### src/rtl/guess_entry.sv
// Guess entry: collects up to three BCD digits from the keypad, debounces the
// enter button and emits a one-cycle confirm (or error) strobe for the comparator.
module guess_entry #(
  parameter int DEBOUNCE_CYCLES = 16,
  parameter int CNT_W           = 5
) (
  input  logic       clk,
  input  logic       restart,
  input  logic       digit_valid,
  input  logic [3:0] digit_in,
  input  logic       clear_btn,
  input  logic       enter_btn,
  input  logic [1:0] Max_digit,
  output logic [3:0] key0,
  output logic [3:0] key1,
  output logic [3:0] key2,
  output logic [1:0] digit_count,
  output logic       entry_full,
  output logic       confirmButton,
  output logic       entry_err
);

  typedef enum logic [1:0] {
    ENTRY   = 2'd0,
    CONFIRM = 2'd1,
    CLEAR   = 2'd2
  } state_e;

  state_e           state_q, state_d;
  logic             sync1_q, sync2_q;
  logic             debLevel_q, debLevel_d;
  logic             debPrev_q;
  logic [CNT_W-1:0] debCnt_q, debCnt_d;
  logic [3:0]       key0_q, key0_d, key1_q, key1_d, key2_q, key2_d;
  logic [1:0]       count_q, count_d;
  logic             confirm_q, confirm_d;
  logic             err_q, err_d;
  logic [1:0]       maxDigit_q;

  logic press;
  logic maxChange;
  logic entryFull;

  assign press     = debLevel_q & ~debPrev_q;
  assign maxChange = (Max_digit != maxDigit_q);
  assign entryFull = (count_q == maxDigit_q) && (maxDigit_q != 2'd0);

  // The level only toggles after DEBOUNCE_CYCLES consecutive disagreeing samples.
  always_comb begin
    debLevel_d = debLevel_q;
    debCnt_d   = '0;
    if (sync2_q != debLevel_q) begin
      if (debCnt_q == CNT_W'(DEBOUNCE_CYCLES - 1)) begin
        debLevel_d = ~debLevel_q;
      end else begin
        debCnt_d = debCnt_q + 1'b1;
      end
    end
  end

  always_comb begin
    state_d   = state_q;
    key0_d    = key0_q;
    key1_d    = key1_q;
    key2_d    = key2_q;
    count_d   = count_q;
    confirm_d = 1'b0;
    err_d     = 1'b0;
    if (maxChange) begin
      state_d = ENTRY;
      key0_d  = 4'd0;
      key1_d  = 4'd0;
      key2_d  = 4'd0;
      count_d = 2'd0;
    end else begin
      unique case (state_q)
        ENTRY: begin
          // A press owns its cycle so the keys cannot move under a confirm or error.
          if (press && (maxDigit_q != 2'd0)) begin
            if (entryFull) begin
              state_d   = CONFIRM;
              confirm_d = 1'b1;
            end else begin
              err_d = 1'b1;
            end
          end else if (clear_btn) begin
            key0_d  = 4'd0;
            key1_d  = 4'd0;
            key2_d  = 4'd0;
            count_d = 2'd0;
          end else if (digit_valid && (digit_in <= 4'd9) && (count_q < maxDigit_q)) begin
            key2_d  = key1_q;
            key1_d  = key0_q;
            key0_d  = digit_in;
            count_d = count_q + 2'd1;
          end
        end
        CONFIRM: begin
          state_d = CLEAR;
          key0_d  = 4'd0;
          key1_d  = 4'd0;
          key2_d  = 4'd0;
          count_d = 2'd0;
        end
        default: begin
          state_d = ENTRY;
          key0_d  = 4'd0;
          key1_d  = 4'd0;
          key2_d  = 4'd0;
          count_d = 2'd0;
        end
      endcase
    end
  end

  always_ff @(posedge clk) begin
    if (restart) begin
      state_q    <= ENTRY;
      sync1_q    <= 1'b0;
      sync2_q    <= 1'b0;
      debLevel_q <= 1'b0;
      debPrev_q  <= 1'b0;
      debCnt_q   <= '0;
      key0_q     <= 4'd0;
      key1_q     <= 4'd0;
      key2_q     <= 4'd0;
      count_q    <= 2'd0;
      confirm_q  <= 1'b0;
      err_q      <= 1'b0;
      maxDigit_q <= Max_digit;
    end else begin
      state_q    <= state_d;
      sync1_q    <= enter_btn;
      sync2_q    <= sync1_q;
      debLevel_q <= debLevel_d;
      debPrev_q  <= debLevel_q;
      debCnt_q   <= debCnt_d;
      key0_q     <= key0_d;
      key1_q     <= key1_d;
      key2_q     <= key2_d;
      count_q    <= count_d;
      confirm_q  <= confirm_d;
      err_q      <= err_d;
      maxDigit_q <= Max_digit;
    end
  end

  assign key0          = key0_q;
  assign key1          = key1_q;
  assign key2          = key2_q;
  assign digit_count   = count_q;
  assign entry_full    = entryFull;
  assign confirmButton = confirm_q;
  assign entry_err     = err_q;

endmodule
### config.mk
export PLATFORM = sky130hd
export DESIGN_NAME = guess_entry
export DESIGN_NICKNAME = d
export VERILOG_FILES = /design/src/rtl/guess_entry.sv
export SDC_FILE = /design/constraint.sdc
export NUM_CORES = 1
export LEC_CHECK = 0
export ABC_CLOCK_PERIOD_IN_PS = 2780
export CORE_ASPECT_RATIO = 0.7
export CORE_MARGIN = 2
export CORE_UTILIZATION = 44
export CTS_CLUSTER_SIZE = 8
export DETAILED_ROUTE_END_ITERATION = 10
export PLACE_DENSITY_LB_ADDON = 0.2
export SLEW_MARGIN = 30
export SYNTH_ARGS = -nofsm -noshare
export SYNTH_HDL_FRONTEND = slang
export SYNTH_SLANG_ARGS = --single-unit
### constraint.sdc
create_clock -name clk -period 2.78 [get_ports clk]
set_clock_uncertainty 0.1 [all_clocks]
set_input_delay 0.278 -clock clk [delete_from_list [all_inputs] [get_ports clk]]
set_output_delay 0.278 -clock clk [all_outputs]
set_load 0.02 [all_outputs]
==> flow_metrics.py <==
metrics = {
    "drt": {
        "vias": 938,
        "drt-total-wl_um": 2222,
        "route.detailed.drc": 0,
        "drt-initial-drc-count": 70,
        "wl_per_cell_um": 11.88,
        "antenna_left": 0,
        "drtPass1Iterations": 4,
        "vias_per_cell": 5.016,
    },
    "floorplan": {
        "rows": 15,
        "core_area_mm2": 0.002459,
        "dieArea_mm2": 0.003026,
        "die_h_um": 46.63,
        "ioPinCount": 28,
        "initial_utilization_pct": 46.46,
        "die_w_um": 64.90,
    },
    "grt": {
        "grt_util_met3_pct": 7.090,
        "busiest_layer": "met2",
        "met2_usage_pct": 25.98,
        "grt_overflow": 0,
        "grt_pass1_wl_um": 3643,
        "grt_max_degree": 16,
        "grt_pass1_vias": 859,
        "use_met1_pct": 19.85,
        "grt_usage_pct": 16.82,
        "antenna_found_initial": 0,
    },
    "place": {
        "routabilityCongestion": 0.7161,
        "post-place-ws_ns": 0.8611,
        "hpwl_um": 1622,
        "place_area_mm2": 0.001423,
        "port-buffer-count": 27,
    },
    "worst_setup_path": {
        "path_cells": "inv_1, ha_1, nand2_1, nor2_1, clkdlybuf4s50_1",
        "required_ns": 2.40,
        "crit_path_max_fanout": 5,
        "cp.arrival_ns": 1.83,
        "end_kind": "primary output",
        "reg2regPathDepth": 6,
        "reg2reg_from": "maxDigit_q[1]$_DFF_P_",
        "r2r_slack_ns": 0.98,
        "crit_type": "flop to primary output",
        "crit_slowest_cell": "clkdlybuf4s50_1",
        "cp.buffers_inverters": 2,
        "max_stage_delay_ns": 0.61,
        "path_delay_family": "buffers and inverters",
        "r2r-end": "key2[3]$_SDFFE_PP0P_",
        "start_kind": "flop",
    },
    "logic_synthesis": {
        "synthArstFlopShare_pct": 0,
        "synth_area_mm2": 0.001142,
        "synth_top_area_share_pct": 50.82,
        "synthDistinctLibCells": 27,
        "synth_common_cells": "dfxtp_1 (29), a21oi_1 (15), nand3_1 (14), nor2_1 (11), o21ai_1 (11)",
        "synth_cells": 123,
        "yosysMostFrequentCell": "dfxtp_1",
        "synthTopCellsByArea": "dfxtp_1 (51%), a21oi_1 (6.6%), nand3_1 (6.1%), o21ai_1 (4.8%), ha_1 (4.4%)",
        "ys_warn_count": 0,
        "syn_avg_cell_area_um2": 9.287,
        "ys_seq_area_share_pct": 50.82,
        "synth_top_cell_by_area": "dfxtp_1",
        "synth_nets": 138,
        "synth_ff_type": "dfxtp_1",
        "synth_edf_count": 0,
        "synth_seq_cells": 29,
    },
    "run": {
        "maxCapViolations": 0,
    },
    "pwr": {
        "powerDensity_mw_per_mm2": 543.5,
        "p_leak_uw": 0.0005150,
        "ir_drop_uv": 350.1,
    },
    "outcome": {
        "status": "finished clean",
    },
    "clocking": {
        "cts_buffers": 5,
        "cts_resized": 0,
        "cts_max_path_buffers": 2,
        "path_clk_slew_ns": 0.06,
        "hold_buffers": 0,
        "cts_setup_buffers": 0,
        "cts_tree": "built",
        "clock-sinks": 29,
        "clk_latency_ns": 0.27,
        "htree_num_levels": 2,
        "cts-root-buf": "clkbuf_8",
    },
    "timing": {
        "timing.final.ws_setup_ns": 0.5738,
        "max_freq_mhz": 453.3,
        "relSlewSlack_pct": 64.42,
        "hold_violations": 0,
        "min_period_ns": 2.206,
        "setup_viol": 0,
        "tns_ns": 0,
        "worst_pin_slew_ns": 0.5320,
        "slew_violations": 0,
        "grt_setup_unrepaired": "false",
        "period_share_pct": 79.36,
    },
    "layout": {
        "area_growth_pct": 32.09,
        "nets": 168,
        "n_fill_cell": 231,
        "stdcell_area_mm2": 0.001509,
        "n_antenna_cell": 0,
        "drive_gt1_share_pct": 7.190,
    },
    "hold_path": {
        "hp-class": "flop to flop",
        "worstHoldStart": "sync1_q$_SDFF_PP0_",
        "min_path_cells": 1,
        "min_delay_worst_endpoint": "sync2_q$_SDFF_PP0_",
    },
}
[where the power goes]
| group | internal, µW | switching (µW) |
|---|---|---|
| registers | 420 | 3.05 |
| clock network | 196 | 143 |
| logic | 27.1 | 31.5 |
| total | 643 | 177 |
[sequential cells by signal, summed over array words and instances, names as in the netlist, 2 cells and up]
register / cells
debCnt_q: 5
key0: 4
key1: 4
key2: 4
digit_count: 2
maxDigit_q: 2
state_q: 2
[logic make-up after synthesis]
group,count (synthesis),synth area share (%)
adder cells (fa/ha/maj),4,4.381
flip-flops,29,50.82
multiplexers,1,0.8763
buffers and inverters,12,6.133
AND/OR/NAND/NOR,39,18.73
AO/OA/AOI/OAI,33,15.22
XOR/XNOR,5,3.833
[metrics by stage]
step / utilization [%] / std cells / total power [µW] / hold slack (ns)
final: 61.37 / 187 / 820.0 / 0.3408
after floorplan: - / 123 / 466.6 / 0.2057
after global placement: 57.86 / 180 / 488.5 / 0.3184
after global routing: 61.37 / 187 / 853.5 / 0.3615
after detailed placement: 57.86 / 180 / 490.5 / 0.3322
after CTS: 61.37 / 187 / 829.4 / 0.3456
[worst reg2reg max path: stages, from the launching register on]
cell      delay (ns)
dfxtp_1         0.37
inv_1           0.06
ha_1            0.30
nand2b_1        0.13
and3_1          0.48
nand3_1         0.13
a21oi_1         0.16
[cell type report]
class | count | area [µm²] | share of cell area (%)
Sequential cell | 29 | 580.6 | 38.47
Timing Repair Buffer | 29 | 285.3 | 18.91
Clock buffer | 7 | 86.33 | 5.721
Multi-Input combinational cell | 82 | 491.7 | 32.59
Tap cell | 34 | 42.54 | 2.819
Inverter | 6 | 22.52 | 1.493
[cells in the final DEF (no fill, tap or decap), drive strengths merged, types with 2 or more instances in the layout]
cell,Yosys,layout
nand4b,2,2
buf,6,2
nor2b,3,3
nand3,14,14
xnor2,4,4
dfxtp,29,29
clkdlybuf4s50,0,27
nor2,12,12
nand2b,2,2
and3,2,2
a21oi,15,15
ha,4,4
o21ai,15,15
clkbuf,0,7
inv,6,6
[metal layers]
metal,vias to the layer above,share of wire [%]
li1,489,-
met1,420,46
met2,24,46
met3,5,6.3
met4,0,1.4
met5,-,0
[worst max-delay path by stage]
stage	from	end	slack, ns	cells after the start
6_report	digit_count[0]$_SDFFE_PP0P_	entry_full	0.57	5
4_1_cts	digit_count[0]$_SDFFE_PP0P_	entry_full	0.57	5
3_3_place_gp	digit_count[0]$_SDFFE_PP0P_	entry_full	0.92	5
5_1_grt	digit_count[0]$_SDFFE_PP0P_	entry_full	0.51	5
3_5_place_dp	digit_valid	digit_count[1]$_SDFFE_PP0P_	0.86	5
2_1_floorplan	digit_count[0]$_SDFFE_PP0P_	key0[0]$_SDFFE_PP0P_	1.09	7
Power figures use the tool's default switching activity.
